$ cat config.mk
export PLATFORM = sky130hd
export DESIGN_NAME = ms_rr_arbiter
export DESIGN_NICKNAME = d
export VERILOG_FILES = /design/src/rtl/ms_rr_arbiter.sv
export SDC_FILE = /design/constraint.sdc
export NUM_CORES = 1
export LEC_CHECK = 0
export CAP_MARGIN = 10
export CORE_UTILIZATION = 52
export CTS_BUF_LIST = sky130_fd_sc_hd__clkbuf_2 sky130_fd_sc_hd__clkbuf_4 sky130_fd_sc_hd__clkbuf_8
export DETAILED_ROUTE_END_ITERATION = 16
export PLACE_DENSITY_LB_ADDON = 0.3
export SLEW_MARGIN = 0
export SYNTH_ARGS = -nofsm -noshare
export SYNTH_HDL_FRONTEND = slang
export SYNTH_SLANG_ARGS = --single-unit
$ cat constraint.sdc
create_clock -name clk -period 3.11 [get_ports clk]
set_input_delay 0.622 -clock clk [delete_from_list [all_inputs] [get_ports clk]]
set_output_delay 0.622 -clock clk [all_outputs]
set_load 0.05 [all_outputs]
$ cat src/rtl/ms_rr_arbiter.sv
// ms_rr_arbiter: three-channel round-robin merge onto one strobed output.
// Each channel owns a one-entry holding register. Drops are reported
// through sticky overflow flags. Grants are registered, one word per cycle.

// Per-channel holding slot: capture, release on grant, overflow detection.
module ms_rr_chan #(
  parameter int DATA_W = 32
) (
  input  logic              clk,
  input  logic              rst,
  input  logic              sync_i,
  input  logic              en_i,
  input  logic              grant_i,
  input  logic              clr_ovf_i,
  input  logic [DATA_W-1:0] data_i,
  output logic [DATA_W-1:0] hold_o,
  output logic              pend_o,
  output logic              ovf_o
);

  logic [DATA_W-1:0] hold_q, hold_d;
  logic              pend_q, pend_d;
  logic              ovf_q,  ovf_d;
  logic              cap, drop;

  // A granted slot is free again this edge, so a same-cycle sync reloads it.
  always_comb begin
    cap    = sync_i & en_i;
    drop   = cap & pend_q & ~grant_i;
    hold_d = hold_q;
    pend_d = pend_q;
    ovf_d  = ovf_q;
    if (grant_i) pend_d = 1'b0;
    if (cap && !drop) begin
      hold_d = data_i;
      pend_d = 1'b1;
    end
    // Clear first so a coincident overflow leaves the flag set.
    if (clr_ovf_i) ovf_d = 1'b0;
    if (drop)      ovf_d = 1'b1;
  end

  // Slot state register, synchronous active-low reset.
  always_ff @(posedge clk) begin
    if (!rst) begin
      hold_q <= '0;
      pend_q <= 1'b0;
      ovf_q  <= 1'b0;
    end else begin
      hold_q <= hold_d;
      pend_q <= pend_d;
      ovf_q  <= ovf_d;
    end
  end

  assign hold_o = hold_q;
  assign pend_o = pend_q;
  assign ovf_o  = ovf_q;

endmodule

module ms_rr_arbiter #(
  parameter int DATA_W = 32
) (
  input  logic              clk,
  input  logic              rst,
  input  logic [DATA_W-1:0] s_in_1,
  input  logic [DATA_W-1:0] s_in_2,
  input  logic [DATA_W-1:0] s_in_3,
  input  logic              s_in_1_sync,
  input  logic              s_in_2_sync,
  input  logic              s_in_3_sync,
  input  logic [2:0]        en,
  input  logic              clr_ovf,
  output logic [DATA_W-1:0] s_out,
  output logic              s_out_notify,
  output logic [1:0]        s_out_src,
  output logic [2:0]        ovf,
  output logic              busy
);

  localparam int NUM_CH = 3;

  logic [NUM_CH-1:0]             sync_v;
  logic [NUM_CH-1:0][DATA_W-1:0] din_v;
  logic [NUM_CH-1:0][DATA_W-1:0] hold_v;
  logic [NUM_CH-1:0]             pend_v;
  logic [NUM_CH-1:0]             ovf_v;
  logic [NUM_CH-1:0]             elig;
  logic [NUM_CH-1:0]             gnt_oh;
  logic [1:0]                    gnt_idx;
  logic                          gnt_any;
  logic [1:0]                    start_idx;

  logic [DATA_W-1:0] s_out_q, s_out_d;
  logic              notify_q, notify_d;
  logic [1:0]        src_q, src_d;
  logic [1:0]        last_q, last_d;

  assign sync_v = {s_in_3_sync, s_in_2_sync, s_in_1_sync};
  assign din_v  = {s_in_3, s_in_2, s_in_1};
  assign elig   = pend_v & en;

  genvar gi;
  generate
    for (gi = 0; gi < NUM_CH; gi++) begin : g_ch
      ms_rr_chan #(.DATA_W(DATA_W)) u_chan (
        .clk       (clk),
        .rst       (rst),
        .sync_i    (sync_v[gi]),
        .en_i      (en[gi]),
        .grant_i   (gnt_oh[gi]),
        .clr_ovf_i (clr_ovf),
        .data_i    (din_v[gi]),
        .hold_o    (hold_v[gi]),
        .pend_o    (pend_v[gi]),
        .ovf_o     (ovf_v[gi])
      );
    end
  endgenerate

  // Search begins at the channel after the last grant (last is 1-based, 3 wraps to 1).
  always_comb begin
    case (last_q)
      2'd1:    start_idx = 2'd1;
      2'd2:    start_idx = 2'd2;
      default: start_idx = 2'd0;
    endcase
  end

  // Rotating priority pick among eligible channels.
  always_comb begin
    logic [2:0] idx;
    gnt_oh  = '0;
    gnt_idx = 2'd0;
    gnt_any = 1'b0;
    idx     = 3'd0;
    for (int off = 0; off < NUM_CH; off++) begin
      idx = {1'b0, start_idx} + 3'(off);
      if (idx >= 3'd3) idx = idx - 3'd3;
      if (!gnt_any && elig[idx[1:0]]) begin
        gnt_any = 1'b1;
        gnt_idx = idx[1:0];
      end
    end
    if (gnt_any) gnt_oh[gnt_idx] = 1'b1;
  end

  // Output stage next state: present the granted word, hold data when idle.
  always_comb begin
    s_out_d  = s_out_q;
    notify_d = 1'b0;
    src_d    = 2'd0;
    last_d   = last_q;
    if (gnt_any) begin
      s_out_d  = hold_v[gnt_idx];
      notify_d = 1'b1;
      src_d    = gnt_idx + 2'd1;
      last_d   = gnt_idx + 2'd1;
    end
  end

  // Output and round-robin pointer registers; last resets to 3 so channel 1 leads.
  always_ff @(posedge clk) begin
    if (!rst) begin
      s_out_q  <= '0;
      notify_q <= 1'b0;
      src_q    <= 2'd0;
      last_q   <= 2'd3;
    end else begin
      s_out_q  <= s_out_d;
      notify_q <= notify_d;
      src_q    <= src_d;
      last_q   <= last_d;
    end
  end

  assign s_out        = s_out_q;
  assign s_out_notify = notify_q;
  assign s_out_src    = src_q;
  assign ovf          = ovf_v;
  assign busy         = |pend_v;

endmodule

Yosys cells after proc, flatten, opt, wreduce, memory -nomap -nowiden
Cells that the tools add are included.
- $add $sub $neg: 6
- multipliers: 0
- divide/modulo/power cells: 0
- order comparisons: 8
- equal/unequal tests: 2
- shift-type cells: 0
- mux-type cells: 32
- bitwise operators: 13
- reduce and logical (&&, ||, !) cells: 19
- operators by type and width (cell ; number):
    $bmux 32 s2 ; 1
    $mux 32 ; 1
    $mux 1 ; 18
    $lt 2x3->1 const B ; 4
    $mux 2 ; 6
    $reduce_bool 2->1 ; 6
    $and 1x1->1 ; 9
    $bmux 1 s2 ; 3
    $ge 3x2->1 const B ; 2
    $logic_and 1x1->1 ; 6
    $sub 2x2->2 const B ; 3
    $logic_not 1->1 ; 5
    $pmux 2 s2 ; 1
    $add 2x1->3 const B ; 1
    $add 2x2->3 const B ; 1
    $and 3x3->3 ; 1
    $mux 3 ; 1
    $not 1->1 ; 3
    $reduce_or 3->1 ; 1
    $add 2x1->2 const B ; 1
    $demux 1 s2 ; 1
    $eq 2x1->1 const B ; 1
    $eq 2x2->1 const B ; 1
    $ge 2x1->1 const B ; 1
    2 further kinds ; 2
- register bits after elaboration: 139
- latch bits: 0
- RAM bits: 0
- bits in read-only memories: 0
- input bits: 105
- output and inout bits: 39
- logic and storage cells: 93
- memories kept: 0

Logic depth before layout (Yosys ltp)
- depth after elaboration: 23
- depth in mapped cells: 12
- mapped depth without buffers: 8

Modules after synthesis
From an unflattened synthesis, not the netlist that was laid out.
- cells, all modules: 759
- area, all modules: 6850.3 sq um
- by module, submodules not included (module ; instances ; cells each ; area an instance (sq um) ; seq. area each (sq um)):
    ms_rr_chan ; 3 ; 148 ; 1407.6 ; 680.7
    ms_rr_arbiter ; 1 ; 315 ; 2627.5 ; 740.7

Worst setup path before layout
No wires, ideal clock.
- kind: register to register
- from: register last_q[0]
- to: register s_out_q[25] (netlist: s_out[25])
- setup time: 0.122 ns
- data arrival time: 2.273 ns
- required time: 2.988 ns
- slack: 0.715 ns
- stages on the path, launching flop included: 12
- path buffers: 3
- clock period less this slack: 2.395 ns
- path through: dfxtp_1 inv_1 ha_1 buf_4 a21boi_0 o21ai_0 and2_1 o22ai_2 and3b_1 buf_2 buf_6 a221o_1
- cells in the longest elaborated chain, start to end: 15
- elaborated cells on any way between the ends: 32
- those cells by class: add/sub: 5; order compare: 3; eq/ne: 2; mux: 18; reduce/logical: 4
- ends and longest elaborated chain (item ; RTL line ; text):
    start: declaration ; 98 ; logic [1:0] last_q, last_d;
    start signal: assignment ; 174 ; last_q <= last_d;
    $eq 2x2->1 / $eq 2x1->1 (equally long branches) ; 124 ; case (last_q)
    $pmux 2 s2 (*) ; 124 ;
    parallel branches: the longest is 13 deep, another holds $add 2x1->3 ; - ;
    end signal: assignment ; 171 ; s_out_q <= s_out_d;
    end: declaration ; 95 ; logic [DATA_W-1:0] s_out_q, s_out_d;
Every way passes the cells marked *. The select of a mux whose other input is x is not followed.
A chain may end at the register's enable or synchronous reset.

Final worst setup path
- from: register last_q[0]
- to: register g_ch[2].u_chan.hold_q[11]
- cells in the longest elaborated chain, start to end: 22
- elaborated cells on any way between the ends: 40
- those cells by class: add/sub: 5; order compare: 5; eq/ne: 2; mux: 19; bitwise: 2; reduce/logical: 7
- ends and longest elaborated chain (item ; RTL line ; text):
    $eq 2x2->1 / $eq 2x1->1 (equally long branches) ; 124 ;
    $pmux 2 s2 (*) ; 124 ;
    parallel branches: the longest is 15 deep, another holds $add 2x1->3 ; - ;
    $mux 3 (*) ; 146 ; if (gnt_any) gnt_oh[gnt_idx] = 1'b1;
    $not 1->1 (*) ; 29 ; drop = cap & pend_q & ~grant_i;
    $and 1x1->1 (*) ; 29 ;
    $logic_not 1->1 (*) ; 34 ; if (cap && !drop) begin
    $logic_and 1x1->1 (*) ; 34 ;
    end signal: assignment ; 50 ; hold_q <= hold_d;
    end: declaration ; 21 ; logic [DATA_W-1:0] hold_q, hold_d;
Marks and branches as above.

==> results.yml <==
logic_synthesis:
  synth_cells: 642
  synth_edf_count: 0
  ys_async_sr_fraction: 0
  ys_ff_latch: 139
  synth_xor_xnor_area_share: 0
  synth_area_um2: 6120
  synth.distinct_cells: 51
  ys_warn_count: 0
  synth_compound_area_frac: 0.177
  synth_mux_area_frac: 0.105
  synth_top_area_share: 0.455
  synth_top_family_by_area: "simple AND/OR/NAND/NOR gates"
  synth_nets: 750
  synth-simple-area-share: 0.197
  synthFlopType: "dfxtp_1"
  synth_common_cells: "dfxtp_1 (139), nand2_1 (75), nor2b_1 (66), mux2i_1 (64), nand3_1 (42)"
  synth-seq-area-share: 0.455
  syn_avg_cell_area_um2: 9.53
  yosys.area.top_type: "dfxtp_1"
  yosysMostFrequentCell: "dfxtp_1"
  synth_fa_ha_area_frac: 0.00613
  yosys-top-cells-area: "dfxtp_1 (45%), mux2i_1 (10%), nor2b_1 (6.7%), a221o_1 (5.2%), nand2_1 (4.6%)"
grt:
  grt_max_degree: 69
  busiest_layer: "met2"
  grt_pass1_vias: 5122
  track_usage: 0.266
  grt.overflow.total: 0
  grtUsageMet2: 0.432
  antenna_found_initial: 0
  grt_use_met1: 0.327
  grt_pass1_wl_um: 25600
  globalRouteMet3Util: 0.0681
route:
  vias_per_cell: 5.67
  drt_wl_total_um: 16000
  drc: 0
  ant_nets: 0
  wl_per_cell_um: 17.1
  dr.pass1.iters: 5
  initialDrtViolationCount: 399
  num_vias: 5302
sta:
  rsz0062_at_grt: "no"
  report.final.hold_viol_count: 0
  finalCriticalPeriod_ns: 2.97
  relSlewSlack: 0.380
  maxSlewViolCount: 0
  setup_viol: 0
  max_slew.worst_pin.slew_ns: 0.923
  fin_skew_ns: 0.00925
  post-route-period-util: 0.954
  max_freq_ghz: 0.337
setup_path:
  path_common_cell: "buf_4"
  r2r_cells: 9
  crit_slowest_cell: "o31ai_2"
  end_kind: "register"
  reg2reg_to: "g_ch[2].u_chan.hold_o[11]"
  crit_chain: "inv_1 -> ha_1 -> o31ai_2 -> buf_4 -> nor4_2 -> o311ai_4 -> buf_4 -> mux2i_1 -> nor2b_1"
  timing.rr.start: "last_q[0]"
  critical_path.max_fanout: 13
  start_kind: "register"
  arrival_ns: 3.29
  rrSetupSlack_ns: 0.14
  required_ns: 3.44
  critPathMaxStageDelay_ns: 0.67
  worst-setup-path-type: "reg2reg"
pwr:
  peakVddDrop_uv: 360
  power.density_nw_per_um2: 487
  p_total_mw: 3.94
  power_leakage_nw: 3.26
floorplanning:
  die_w_um: 110
  core_area_um2: 11500
  row_count: 39
  io_pins: 144
  die_area_um2: 12200
  floorplan.initialDensity: 0.534
  die_h_um: 110
clocking:
  cts_tree: "built"
  cts_hold_buffers: 0
  clockBufferDepth: 2
  clock-root-buffer: "clkbuf_8"
  clkSlewWorstSetupHoldPaths_ns: 0.08
  cts_sinks: 139
  cts_buffers: 17
  clkLatencyLatePin_ns: 0.44
  cts_max_level: 4
  post_cts_buffers: 0
run_status:
  status: "completed"
min_path:
  hold_path_startpoint: "g_ch[0].u_chan.hold_o[11]"
  hold_path_end: "g_ch[0].u_chan.hold_o[11]"
  hold_path.class: "reg2reg"
  worstHoldPathCells: 2
job:
  cap_viol_max_count: 0
final_layout:
  regArea_um2: 2780
  diodes: 0
  multi_input_area_um2: 3010
  area_growth_pct: 32.4
  finish.utilization: 0.707
  drive_gt1_frac: 0.106
  fillers: 885
  nNetsFinal: 887
placed_design:
  post-dp-hpwl_um: 10800
  port_buffers: 143
  gp_congestion: 0.788
==> power breakdown <==
part | total [mW] | switching [mW] | internal (mW) | leakage, nW
logic | 0.773 | 0.414 | 0.359 | 1.96
registers | 1.92 | 0.0548 | 1.87 | 1.13
clock network | 1.25 | 0.667 | 0.579 | 0.167
total | 3.94 | 1.14 | 2.81 | 3.26
==> cell families (layout without fill, tap and decap cells) <==
group | count (synthesis) | after routing
AOI/OAI and AO/OA | 136 | 136
adders and majority gates | 3 | 3
buffers and inverters | 66 | 215
DFF | 139 | 139
muxes | 64 | 64
and+or+nand+nor | 234 | 235
==> final cells by class <==
cell class,instances,area share
multi-input cells,438,0.371
repair buffers,177,0.219
flip-flops and latches,139,0.343
inverters,6,0.00278
clock inverters,12,0.00942
clock buffers,20,0.0324
well taps,143,0.0221
==> layer usage <==
layer	vias up	share of wire	wire length (µm)
met2	216	0.48	7660
met5	-	0	0
met4	0	0.031	501
li1	2559	-	-
met1	2493	0.42	6810
met3	34	0.065	1040
==> placed cells by master, fill, tap and decap left out, types with 2 or more instances in the layout <==
cell type	count
nand3_1	42
nor2_1	6
clkbuf_8	18
o21a_1	3
o21ai_1	28
inv_1	5
o21ai_0	9
clkdlybuf4s50_1	142
nor2b_1	66
a21o_1	4
a21oi_2	2
a21oi_1	7
a221o_1	32
clkinvlp_4	5
buf_4	28
ha_1	3
a21boi_0	8
nand4b_1	3
nor4_2	2
nand2_1	75
clkinv_2	6
nor3_1	27
o211ai_1	2
mux2i_1	64
dfxtp_1	139
buf_12	7
and2_1	6
clkbuf_4	2
a22o_1	24
==> how the worst max path moves through the flow <==
| stage | end | start | depth (start not counted) |
|---|---|---|---|
| global route | g_ch[2].u_chan.hold_o[2] | last_q[0] | 9 |
| floorplan | s_out[25] | last_q[0] | 11 |
| CTS | g_ch[1].u_chan.hold_o[12] | last_q[1] | 10 |
| detailed placement | s_out[23] | en[1] | 9 |
| finish | g_ch[2].u_chan.hold_o[11] | last_q[0] | 9 |
| global placement | s_out[23] | en[1] | 9 |
==> sequential cells by signal, summed over array words and instances (netlist names) <==
name,cells
g_ch.u_chan.hold_o,96
s_out,32
g_ch.u_chan.ovf_o,3
g_ch.u_chan.pend_o,3
last_q,2
s_out_src,2
s_out_notify,1
==> metrics by stage <==
stage	hold WS (ns)	cells	TNS [ns]	setup slack [ns]	area [µm²]
CTS	0.459	934	0	0.155	8080
finish	0.457	935	0	0.145	8100
global route	0.480	935	0	0.0416	8100
floorplan	0.437	642	0	0.715	6120
global placement	0.445	901	-0.178	-0.101	7730
detailed placement	0.449	901	-1.01	-0.145	7730
==> what timing repair did <==
| item | 4_1_cts | 5_1_grt |
|---|---|---|
| gates resized for setup | 0 | 2 |
| pin swaps | 1 | 1 |
| setup endpoints to repair | 1 | 33 |
| gates cloned | 1 | 0 |
==> worst max-delay path, delay by kind of cell, from the launching register on <==
kind / cells / cell delay [ns]
simple gates: 2 / 0.15
flops: 1 / 0.36
fa+ha+maj: 1 / 0.44
buf+inv: 3 / 0.67
compound gates: 2 / 0.98
mux: 1 / 0.25
Power figures use the tool's default switching activity.
